==> config.mk <==
export PLATFORM = sky130hd
export DESIGN_NAME = regfile_dump_reader
export DESIGN_NICKNAME = d
export VERILOG_FILES = /design/src/rtl/regfile_dump_reader.sv
export SDC_FILE = /design/constraint.sdc
export NUM_CORES = 1
export LEC_CHECK = 0
export BUFFER_PORTS_ARGS = -buffer_cell sky130_fd_sc_hd__buf_2
export CAP_MARGIN = 20
export CORE_ASPECT_RATIO = 1.2
export CORE_MARGIN = 1.5
export CORE_UTILIZATION = 54
export CTS_BUF_LIST = sky130_fd_sc_hd__clkbuf_4 sky130_fd_sc_hd__clkbuf_8
export DETAILED_ROUTE_END_ITERATION = 8
export GPL_ROUTABILITY_DRIVEN = 1
export PLACE_DENSITY = 0.86
export SLEW_MARGIN = 20
export SYNTH_ARGS = -nofsm -noshare
export SYNTH_HDL_FRONTEND = slang
export SYNTH_SLANG_ARGS = --single-unit
==> constraint.sdc <==
create_clock -name clock -period 3.5 [get_ports clock]
set_input_delay 0.175 -clock clock [delete_from_list [all_inputs] [get_ports clock]]
set_output_delay 0.175 -clock clock [all_outputs]
set_load 0.02 [all_outputs]
==> src/rtl/regfile_dump_reader.sv <==
// Debug read master for the register file: halts the CPU, then streams
// registers FIRST_REG..top out over a valid/ready port, one word per READ+SEND pair.
module regfile_dump_reader #(
  parameter int WIDTH         = 16,
  parameter int REGISTER_BITS = 4,
  parameter int FIRST_REG     = 0
) (
  input  logic                     clock,
  input  logic                     reset,
  input  logic                     start,
  output logic                     haltRequest,
  input  logic                     haltAck,
  output logic [REGISTER_BITS-1:0] readAddress,
  input  logic [WIDTH-1:0]         readData,
  output logic                     outValid,
  input  logic                     outReady,
  output logic [WIDTH-1:0]         outData,
  output logic [REGISTER_BITS-1:0] outIndex,
  output logic                     outLast,
  output logic                     busy,
  output logic                     done
);

  localparam logic [REGISTER_BITS-1:0] FIRST = FIRST_REG[REGISTER_BITS-1:0];
  localparam logic [REGISTER_BITS-1:0] TOP   = {REGISTER_BITS{1'b1}};

  typedef enum logic [2:0] {IDLE, HALT_WAIT, READ, SEND, FINISH} state_t;
  state_t state;

  always_ff @(posedge clock or posedge reset) begin
    if (reset) begin
      state       <= IDLE;
      haltRequest <= 1'b0;
      outValid    <= 1'b0;
      outLast     <= 1'b0;
      busy        <= 1'b0;
      done        <= 1'b0;
      readAddress <= FIRST;
      outData     <= '0;
      outIndex    <= '0;
    end else begin
      done <= 1'b0;
      case (state)
        IDLE: if (start) begin
          state       <= HALT_WAIT;
          haltRequest <= 1'b1;
          busy        <= 1'b1;
          readAddress <= FIRST;
        end
        HALT_WAIT: if (haltAck) state <= READ;
        READ: begin
          outData  <= readData;
          outIndex <= readAddress;
          outLast  <= (readAddress == TOP);
          outValid <= 1'b1;
          state    <= SEND;
        end
        SEND: if (outReady) begin
          outValid <= 1'b0;
          // top address is terminal: release the CPU as we enter FINISH
          if (outLast) begin
            state       <= FINISH;
            done        <= 1'b1;
            haltRequest <= 1'b0;
          end else begin
            readAddress <= readAddress + 1'b1;
            state       <= READ;
          end
        end
        FINISH: begin
          busy  <= 1'b0;
          state <= IDLE;
        end
        default: state <= IDLE;
      endcase
    end
  end

endmodule

## Word-level counts from Yosys, hierarchy flattened

Cells that the tools add are included.

- Latch bits: 0
- Register bits: 32
- RAM bits: 0
- Bits in read-only memories: 0
- Memories: 0

- Equal/unequal tests: 10
- Shifts and indexed selects: 0
- Bitwise gates (word level): 0
- Multipliers: 0
- Div/mod/pow operators: 0
- Mux-type cells: 19
- Add/subtract/negate cells: 1
- Reduce and logical (&&, ||, !) cells: 9
- Magnitude comparators: 0

Operator list:

| kind | number |
|---|---|
| $mux 3 | 4 |
| $mux 4 | 3 |
| $pmux 3 s4 | 1 |
| $ne 2x2->1 const B | 5 |
| $pmux 4 s2 | 1 |
| $reduce_and 4->1 | 2 |
| $mux 1 | 7 |
| $eq 3x2->1 const B | 2 |
| $pmux 1 s2 | 3 |
| $reduce_bool 2->1 | 3 |
| $add 4x1->4 const B | 1 |
| $eq 4x4->1 const B | 1 |
| $reduce_and 2->1 | 2 |
| $eq 3x1->1 const B | 1 |
| $eq 3x3->1 const B | 1 |
| $logic_not 3->1 | 1 |
| $reduce_and 3->1 | 1 |

## Logic depth before layout (Yosys ltp)

- Depth after elaboration: 4
- Mapped depth: 5

## Worst setup path before layout

OpenSTA, ideal clock, no wires.

- Path kind: reg2reg
- Start point: register state[0]
- End point: register outData[10]
- Clock period less this slack: 1.398 ns
- Path buffers: 2
- Stages on the path, launching flop included: 5
- Data arrival time: 1.270 ns
- Required time: 3.372 ns
- Slack: 2.102 ns
- Cells stage by stage: dfrtp_1 > buf_6 > nor3b_4 > buf_4 > mux2_1

- Word-level cells in the longest chain between the ends: 1

RTL lines:

| what | line | RTL |
|---|---|---|
| start: declaration | 28 | `state_t state;` |
| start signal: assignment | 32 | `state <= IDLE;` |
| start signal: assignment | 45 | `state <= HALT_WAIT;` |
| start signal: assignment | 50 | `HALT_WAIT: if (haltAck) state <= READ;` |
| $eq 3x2->1 | 43 | `case (state)` |
| end signal: assignment | 52 | `outData <= readData;` |
| end: declaration | 17 | `output logic [WIDTH-1:0] outData,` |

Every way passes these cells.
A chain may end at the register's enable or synchronous reset.

## Final worst setup path

- Start point: register state[1]
- End point: register outData[6]

The elaborated chain is that of the path after synthesis.

==> summary by stage <==
Synth
The top cell type's share of synthesized area is ~58%. For this run, asynchronously set or reset flops after synthesis account for 100%. Summing every instance area after synthesis gives between 0.001 and 0.0015 mm². For this run, the leading register cell type out of synthesis is sky130_fd_sc_hd__dfrtp_1.

Sequential cells were found to cover between 50% and 60% of the synthesized design area. After synthesis, the netlist uses 34 different library cells. The number of enable-type register cells in the synthesized netlist is 0.

The top cell type by total area after synthesis is sky130_fd_sc_hd__dfrtp_1. Synthesis inferred 32 register bits. Averaged over all synthesized cells, the footprint is 13.5 µm². The count of mapped cells out of synthesis is 102. By area the synthesized netlist is led by sky130_fd_sc_hd__dfrtp_1 58%, sky130_fd_sc_hd__mux2_1 14%, sky130_fd_sc_hd__mux2_2 3.3%. The number of nets in the synthesized netlist is 124. Yosys printed 0 warnings.

Job
The total of max-cap violations is 0.

GRT
For this run the aggregate overflow at the end of global routing stands at 0. The number of antenna violations at the first check in global routing was 0. The first global-routing pass estimated between 4 and 5 mm of wire. Entering global routing, the biggest net connects 24 pins.

The number of global-route vias before repair was 979. Global routing used 21.1% of the available tracks.

Clocking
The insertion delay to the later sink of the worst-skew pair is around 0.33 ns. The number of resized instances in the post-cts repair step is 0. The number of hold-repair buffers added at the cts stage is 1.

The clock passes through at most 2 buffers. The master cell of the clock root buffer is sky130_fd_sc_hd__clkbuf_4. In this run the number of H-tree levels came out at 2. The number of setup buffers added after CTS is 0.

CTS saw 32 sinks. The CTS tree is done. The number of buffers inserted during clock tree synthesis is 5. Clock-pin slew was measured on the worst setup and hold paths at about 0.090 ns.

STA
The worst-case clock skew is 0.00510 ns. Setup violations remaining at the end of the flow were counted as 0. The worst path meets setup with roughly 1.8 ns of slack. In the final timing run, aggregate negative setup slack is 0 ns. The number of hold-slack violations in the final timing report came to 0.

Setup repair after global routing left no endpoint under its margin. The peak clock frequency supported by timing is 592 MHz. The remaining max-slew budget at the tightest pin is 62.5%. The actual transition at the worst max-transition pin is 0.562 ns.

The time the worst path needs with I/O delays and setup is 1.69 ns. After layout, the worst path uses 48.2% of the clock period. The final-report max-slew violation count is 0.

Final layout
Relative to the synthesized area, the layout overhead comes to 25.6%. Leaving out fill and tap cells, the most frequent cells in the layout are 49 x sky130_fd_sc_hd__buf_2, 32 x sky130_fd_sc_hd__dfrtp_1, 17 x sky130_fd_sc_hd__mux2_1. The number of inserted diodes is 0. The most frequent standard cell in the layout excluding fill and tap cells is sky130_fd_sc_hd__buf_2. The share of cells above drive strength 1 is 42.9%. After the last flow step, the layout net total stands at 177.

Worst hold path
The worst hold path belongs to the class input port to register.

Routing
The routed layout has 990 vias. The number of vias per cell is 5.29. In the routed design, unresolved DRC markers number 0. The detailed router's first-iteration violation count is 24. The antenna violation net count after detailed routing is 0. Wires add up to 2.65 mm. The number of iterations in the first detailed-routing pass is 4. The average wire per cell in the routed design is 14.2 µm.

Place
The number of input and output port buffers inserted is 49. The HPWL after detailed placement is 1.97 mm. The weighted congestion reported at the end of routability-driven placement is 0.801. Timing analysis after detailed placement gives a worst setup slack of 1.54 ns.

Power
The sequential share of power is 40.0%. The leakage power is approximately 0.86 nW. Internal power comes to 0.960 mW. The maximum ir drop on the vdd rail is 563 µV. The relative contribution of combinational cells to total power is 45.7%. In this run switching power makes up 40.4% of total power. The share of total power dissipated in the clock network is 14.3%. The power density over cell area is 931 mW/mm².

The power dissipated by switching net loads is about 0.65 mW.

Worst setup path
STA classifies the critical path endpoint as a register. STA classifies the critical path startpoint as a register. Traced cell by cell, the critical path runs through nor3b_4 -> buf_8 -> mux2_1. The data arrival time of the critical path is 1.90 ns. The data required time at the worst endpoint is between 3 and 4 ns. The maximum single-stage delay on the critical path is roughly 0.52 ns. The largest driver fanout on the critical path is 16. The slowest stage of the critical path belongs to the cell sky130_fd_sc_hd__dfrtp_1. The critical path in this run is classified as register to register.

Floorplanning
The initial utilization of the core area, before any placement, comes to 58.5%. Row generation in the floorplan step produced 19 rows. The total area inside the core boundary comes to 0.00235 mm². During I/O placement, the number of pins put on the boundary was 50. The die outline area is 0.00286 mm². The overall die height is ~58 µm.

The die is 49.1 µm wide.

Run status
The flow ran to the end, and the final reports show no timing, DRC or antenna violations.
## flip-flops by register name, indices dropped and copies added, names as in the netlist
signal and cells:
outData 16, state 3, haltRequest 1, outIndex 4
outValid 1, done 1, readAddress 4, outLast 1
busy 1
## metal layers
metal | routed length (µm) | GRT usage [%] | vias to the layer above | share of wire [%]
met5 | 0 | 0 | - | 0
li1 | - | - | 471 | -
met2 | 1290 | 33.6 | 39 | 49
met3 | 174 | 6.85 | 7 | 6.6
met1 | 1130 | 26.4 | 473 | 42
met4 | 61 | 9.80 | 0 | 2.3
## kinds of logic (layout without fill, tap and decap cells)
| kind of cell | count (synthesis) | after routing | share of synthesized area [%] |
|---|---|---|---|
| flops | 32 | 32 | 58.2 |
| compound gates | 10 | 10 | 5.45 |
| buf+inv | 12 | 66 | 5.27 |
| simple gates | 24 | 24 | 11.5 |
| mux | 23 | 23 | 18.6 |
| fa+ha+maj | 1 | 1 | 0.909 |
## path summary, 6_finish.rpt
check / from / endpoint / slack [ns] / depth (start not counted)
min reg2reg: outData[9] / outData[9] / 0.49 / 1
max in group asynchronous: reset / outData[15] / 2.57 / 4
min: readData[1] / outData[1] / 0.06 / 2
max reg2reg: state[1] / outData[6] / 1.81 / 3
min in group asynchronous: reset / outLast / 0.44 / 3
max: state[1] / outData[6] / 1.81 / 3
## power groups by stage
stage | Sequential (mW) | Combinational (mW) | Clock (mW)
3_5_place_dp | 0.650 | 0.722 | 0
2_1_floorplan | 0.793 | 0.383 | 0
4_1_cts | 0.643 | 0.725 | 0.234
3_3_place_gp | 0.637 | 0.692 | 0
6_report | 0.644 | 0.736 | 0.230
5_1_grt | 0.669 | 0.789 | 0.257
## synthesized netlist by cell type, types with 2 or more instances
library cell	n
sky130_fd_sc_hd__and3_1	2
sky130_fd_sc_hd__buf_4	2
sky130_fd_sc_hd__buf_6	2
sky130_fd_sc_hd__dfrtp_1	32
sky130_fd_sc_hd__inv_1	6
sky130_fd_sc_hd__mux2_1	17
sky130_fd_sc_hd__mux2_2	4
sky130_fd_sc_hd__mux2i_1	2
sky130_fd_sc_hd__nand2_1	5
sky130_fd_sc_hd__nand3_1	2
sky130_fd_sc_hd__nand3b_1	2
sky130_fd_sc_hd__nand4_1	2
sky130_fd_sc_hd__nand4b_1	2
sky130_fd_sc_hd__nor2_1	2
## area by class of cell
| class | count | area (µm²) |
|---|---|---|
| flip-flops and latches | 32 | 801 |
| fillers | 172 | 624 |
| multi-input cells | 58 | 503 |
| repair buffers | 52 | 298 |
| clock buffers | 8 | 66.3 |
| well taps | 31 | 38.8 |
| inverters | 6 | 22.5 |
## metrics by stage
step / instances / utilization (%) / hold WS, ns / cell area (µm²) / power [mW]
floorplan: 102 / - / 0.291 / 1380 / 1.18
global placement: 176 / 68.4 / 0.393 / 1610 / 1.33
detailed placement: 177 / 69.6 / 0.251 / 1640 / 1.37
CTS: 186 / 72.8 / 0.0606 / 1710 / 1.60
global route: 187 / 73.5 / 0.0459 / 1730 / 1.72
finish: 187 / 73.5 / 0.0639 / 1730 / 1.61
## worst max-delay path, delay by kind of cell, from the launching register on
| kind | cells | cell delay [ns] |
|---|---|---|
| buffers and inverters | 1 | 0.23 |
| DFF | 1 | 0.52 |
| muxes | 1 | 0.34 |
| and+or+nand+nor | 1 | 0.48 |
No activity file was read; power rests on OpenSTA's default activity.
